<file path="src/rtl/cpu_types_pkg.sv">
// Shared CPU datapath types: the machine word and the fetch queue entry.
// Type definitions only; no logic, no latency.
package cpu_types_pkg;

  typedef logic [31:0] word_t;

  typedef struct packed {
    word_t pc;
    word_t instr;
  } fetch_entry_t;

endpackage

</file>
<file path="src/rtl/fetch_fifo.sv">
// Circular buffer of fetch entries; a push is visible at head one cycle later (no bypass).
// A push when full or a pop when empty is dropped; flush empties the buffer in one cycle.
module fetch_fifo
  import cpu_types_pkg::*;
#(
  parameter int DEPTH = 4,
  localparam int PTR_W = $clog2(DEPTH),
  localparam int CNT_W = $clog2(DEPTH + 1)
) (
  input  logic               CLK,
  input  logic               nRST,
  input  logic               flush,
  input  logic               push,
  input  fetch_entry_t       push_entry,
  input  logic               pop,
  output fetch_entry_t       head,
  output logic [CNT_W-1:0]   count
);

  fetch_entry_t      mem [DEPTH];
  logic [PTR_W-1:0]  rd_ptr;
  logic [PTR_W-1:0]  wr_ptr;
  logic              full;
  logic              empty;
  logic              do_push;
  logic              do_pop;

  assign full    = (count == CNT_W'(DEPTH));
  assign empty   = (count == '0);
  assign do_push = push & ~full;
  assign do_pop  = pop & ~empty;

  // Pointers are exactly log2(DEPTH) bits, so incrementing wraps modulo DEPTH.
  always_ff @(posedge CLK or negedge nRST) begin
    if (!nRST) begin
      for (int i = 0; i < DEPTH; i++) begin
        mem[i] <= '0;
      end
      rd_ptr <= '0;
      wr_ptr <= '0;
      count  <= '0;
    end else if (flush) begin
      rd_ptr <= '0;
      wr_ptr <= '0;
      count  <= '0;
    end else begin
      if (do_push) begin
        mem[wr_ptr] <= push_entry;
        wr_ptr      <= wr_ptr + 1'b1;
      end
      if (do_pop) begin
        rd_ptr <= rd_ptr + 1'b1;
      end
      if (do_push && !do_pop) begin
        count <= count + 1'b1;
      end else if (!do_push && do_pop) begin
        count <= count - 1'b1;
      end
    end
  end

  assign head = mem[rd_ptr];

endmodule

</file>
<file path="src/rtl/fetch_queue.sv">
// Instruction fetch front end: issues sequential I-cache reads and buffers results in order.
// Fetched words reach the head one cycle after ihit; requests stop while full, halted or redirecting.
module fetch_queue
  import cpu_types_pkg::*;
#(
  parameter logic [31:0] PC_INIT = 32'h0,
  parameter int          DEPTH   = 4,
  localparam int         CNT_W   = $clog2(DEPTH + 1)
) (
  input  logic               CLK,
  input  logic               nRST,
  input  logic               ihit,
  input  logic [31:0]        imemload,
  output logic               imemREN,
  output logic [31:0]        imemaddr,
  input  logic               redirect,
  input  logic [31:0]        redirect_pc,
  input  logic               halt,
  input  logic               deq,
  output logic               inst_valid,
  output logic [31:0]        inst,
  output logic [31:0]        inst_pc,
  output logic [CNT_W-1:0]   count
);

  localparam word_t PC_INC = 32'd4;

  word_t        fetch_pc;
  word_t        redirect_target;
  logic         push;
  logic         pop;
  fetch_entry_t entry;
  fetch_entry_t head;

  assign imemREN  = (count != CNT_W'(DEPTH)) & ~halt & ~redirect;
  assign imemaddr = fetch_pc;

  // Redirect wins over everything: a same-cycle ihit or deq must not touch the queue.
  assign push = ihit & imemREN;
  assign pop  = deq & ~redirect;

  // Word-align the target by clearing the two byte-offset bits.
  assign redirect_target = (redirect_pc >> 2) << 2;

  always_ff @(posedge CLK or negedge nRST) begin
    if (!nRST) begin
      fetch_pc <= PC_INIT;
    end else if (redirect) begin
      fetch_pc <= redirect_target;
    end else if (push) begin
      fetch_pc <= fetch_pc + PC_INC;
    end
  end

  assign entry = '{pc: fetch_pc, instr: imemload};

  fetch_fifo #(
    .DEPTH (DEPTH)
  ) u_fifo (
    .CLK        (CLK),
    .nRST       (nRST),
    .flush      (redirect),
    .push       (push),
    .push_entry (entry),
    .pop        (pop),
    .head       (head),
    .count      (count)
  );

  assign inst_valid = (count != '0);
  assign inst       = head.instr;
  assign inst_pc    = head.pc;

endmodule

</file>
<file path="config.mk">
export PLATFORM = sky130hd
export DESIGN_NAME = fetch_queue
export DESIGN_NICKNAME = d
export VERILOG_FILES = /design/src/rtl/cpu_types_pkg.sv /design/src/rtl/fetch_fifo.sv /design/src/rtl/fetch_queue.sv
export SDC_FILE = /design/constraint.sdc
export NUM_CORES = 1
export LEC_CHECK = 0
export CORE_MARGIN = 3
export CORE_UTILIZATION = 40
export DETAILED_ROUTE_END_ITERATION = 12
export GPL_TIMING_DRIVEN = 0
export HOLD_SLACK_MARGIN = 0.15
export PLACE_DENSITY = 0.62
export SLEW_MARGIN = 5
export SYNTH_ARGS = -nofsm -noshare
export SYNTH_HDL_FRONTEND = slang
export SYNTH_SLANG_ARGS = --single-unit
</file>
<file path="constraint.sdc">
create_clock -name CLK -period 2.5 [get_ports CLK]
set_input_delay 0.5 -clock CLK [delete_from_list [all_inputs] [get_ports CLK]]
set_output_delay 0.5 -clock CLK [all_outputs]
set_load 0.01 [all_outputs]
</file>
==> impl_metrics.json <==
{
  "startpoint": "u_fifo.rd_ptr[0]",
  "slew_viol_final": 0,
  "setup_viol": 20,
  "regArea_mm2": 0.00714,
  "comb_power_share": 0.358,
  "startpoint_type": "flop",
  "slowest_delay_ps": 550,
  "cp_common_cell": "buf_6",
  "cp_data_required_time_ps": 2000,
  "max_freq_mhz": 392,
  "layout_min_cycle_time_ps": 2550,
  "dp_slack_ps": -867,
  "pwr-share-seq": 0.384,
  "dp_hpwl_um": 21300,
  "pin_count": 171,
  "violations": "negative setup slack",
  "synth_area_leaders": "dfrtp_1, mux2_2, mux4_2, buf_4, nand2_1",
  "synth_top_family_by_area": "multiplexers",
  "r2r_start": "imemaddr[3]",
  "power_leakage_nw": 7.48,
  "dieWidth_um": 186,
  "vias": 8229,
  "area.growth.synth_to_final_pct": 27.0,
  "hold_class": "flop to flop",
  "layout_commonest_cell": "dfrtp_1",
  "wl_um": 32300,
  "cts_buffer_depth": 3,
  "vdd_drop_max_mv": 0.591,
  "start_util": 0.409,
  "antenna-diode-count": 0,
  "pwr-share-clk": 0.258,
  "slew-limit-headroom": 0.527,
  "syn_avg_cell_area_um2": 15.0,
  "synth_cells": 869,
  "cts_buffers": 31,
  "grt_pass1_wl_um": 50500,
  "drt_first_pass_iters": 5,
  "h-tree-depth": 1,
  "min_from": "u_fifo.mem[189]",
  "fin_area_mm2": 0.0165,
  "cts.sinks": 285,
  "drt-wirelength-per-cell_um": 20.8,
  "worstPathMaxFanout": 5,
  "clk_pin_slew_ps": 60,
  "cts_tree": "yes",
  "multi_input_area_mm2": 0.00546,
  "synth-main-ff-cell": "dfrtp_1",
  "p_per_area_mw_per_mm2": 1050,
  "tightest_slew_ps": 710,
  "synthAdderAreaFrac": 0.00636,
  "yosys_register_bits": 285,
  "io_buffers": 164,
  "ys_seq_area_frac": 0.549,
  "grt_overflow": 0,
  "placeableCoreArea_mm2": 0.0318,
  "cp-end-kind": "output pin",
  "nets": 1168,
  "p_switching_mw": 5.02,
  "synthMuxAreaShare": 0.322,
  "yosysTopAreaCell": "dfrtp_1",
  "grt_max_degree": 112,
  "synthXorXnorAreaFrac": 0.00270,
  "finalCritPeriodShare": 1.02,
  "drc_errors": 0,
  "fin_hold_ws_ps": 494,
  "grt_pass1_vias": 8613,
  "final_cell_mix": "dfrtp_1, mux2_2, clkdlybuf4s50_1",
  "grt_use_total": 0.187,
  "placed_area_mm2": 0.0153,
  "ant_nets": 0,
  "fillers": 2724,
  "arrival_ps": 2050,
  "worst_path_max_delay_cell": "mux4_2",
  "yosys.area_share.simple": 0.0528,
  "maxCapViolCount": 0,
  "status": "finished with violations",
  "die_area_mm2": 0.0347,
  "finalClockSkew_ps": 36.3,
  "clock_latency_ps": 570,
  "netlist.area_leader.share": 0.549,
  "synth-edff-count": 0,
  "viasPerCell": 5.30,
  "syn-cell-area_mm2": 0.0130,
  "synth-warning-count": 0,
  "synth_cell_types": 59,
  "finalHoldViolCount": 0,
  "die_h_um": 186,
  "switching_share": 0.290,
  "internal_power_mw": 12.3,
  "async_flop_share": 1.00,
  "placementRows": 65,
  "rsz0062_at_grt": "true",
  "gp_congestion": 0.832,
  "crit_path_cell_trace": "buf_8 > buf_6 > buf_12 > mux4_2 > buf_6",
  "worstSetupPathType": "flop to output pin",
  "setup_slack_ps": -53.0,
  "layout-drive-gt1-share": 0.460,
  "antenna_found_initial": 0,
  "synth_compound_gate_area_share": 0.0346,
  "root_buffer": "clkbuf_16",
  "first_iter_violations": 530
}
-- worst max-delay path, delay by kind of cell (launching register included) --
| family | cells | cell delay (ps) |
|---|---|---|
| flip-flops | 1 | 420 |
| multiplexers | 1 | 550 |
| buffers and inverters | 4 | 520 |
-- stage by stage --
stage	setup TNS [ps]	instances	util	total power, mW
after floorplan	0	872	-	9.97
after global placement	-3460660	1471	0.478	12.7
after detailed placement	-106550	1473	0.480	12.8
after CTS	-3790	1538	0.515	17.3
after global routing	-3270	1552	0.519	18.3
final	-378	1552	0.519	17.3
-- final timing paths --
check	to	slack, ps	cells after the start
min	u_fifo.mem[189]	490	2
min in group asynchronous	u_fifo.mem[200]	570	2
max in group asynchronous	u_fifo.mem[47]	930	3
max	inst_pc[10]	-50	5
max reg2reg	imemaddr[20]	210	6
min reg2reg	u_fifo.mem[189]	490	2
-- synth_stat cells, drive strengths merged (3+ instances only) --
| cell type | n |
|---|---|
| inv | 5 |
| and2 | 3 |
| nor3 | 7 |
| a221o | 9 |
| dfrtp | 285 |
| a21o | 4 |
| buf | 45 |
| o311ai | 7 |
| nor4 | 3 |
| nand3b | 3 |
| nand4 | 12 |
| and3 | 7 |
| o211ai | 5 |
| clkbuf | 22 |
| mux2 | 244 |
| nor3b | 3 |
| a21oi | 5 |
| nand3 | 12 |
| mux2i | 4 |
| nor2b | 6 |
| ha | 5 |
| mux4 | 62 |
| nand2 | 44 |
| xor2 | 3 |
| o21ai | 24 |
| nor2 | 17 |
-- power groups by stage --
stage / clock network, mW / logic (mW) / registers (mW)
after floorplan: 0 / 3.50 / 6.47
after global placement: 0 / 6.01 / 6.67
after detailed placement: 0 / 6.07 / 6.69
after CTS: 4.61 / 6.02 / 6.65
after global routing: 4.79 / 6.69 / 6.81
final: 4.46 / 6.19 / 6.65
-- logic make-up after synthesis --
group                    count (synthesis)
XOR/XNOR                                 4
other                                    1
AO/OA/AOI/OAI                           64
buffers and inverters                   72
multiplexers                           310
adder cells (fa/ha/maj)                  6
flip-flops                             285
AND/OR/NAND/NOR                        127
-- timing repair --
item,CTS,global route
hold buffers,1,0
cloned,1,3
setup endpoints to repair,63,67
gates resized for setup,234,64
setup buffers,7,13
endpoints found under the hold margin,86,0
pin swaps,0,0
-- registers in the layout, indices dropped and copies added (netlist names) --
register,count
u_fifo.rd_ptr,2
u_fifo.mem,248
imemaddr,30
u_fifo.count,3
u_fifo.wr_ptr,2
-- layout make-up --
cell class / count / share of cell area
tap: 435 / 0.0330
sequential: 285 / 0.432
timing repair buffer: 189 / 0.110
buffer: 65 / 0.0320
inverter: 5 / 0.00114
multi-input combinational: 515 / 0.331
clock inverter: 13 / 0.00629
clock buffer: 45 / 0.0544
-- per-layer routing --
metal | share of wire | up-vias | track usage
met3 | 0.055 | 38 | 0.0313
met5 | 0 | - | 0
li1 | - | 3677 | -
met4 | 0.018 | 0 | 0.0343
met2 | 0.47 | 224 | 0.301
met1 | 0.46 | 4290 | 0.272
Power figures use the tool's default switching activity.
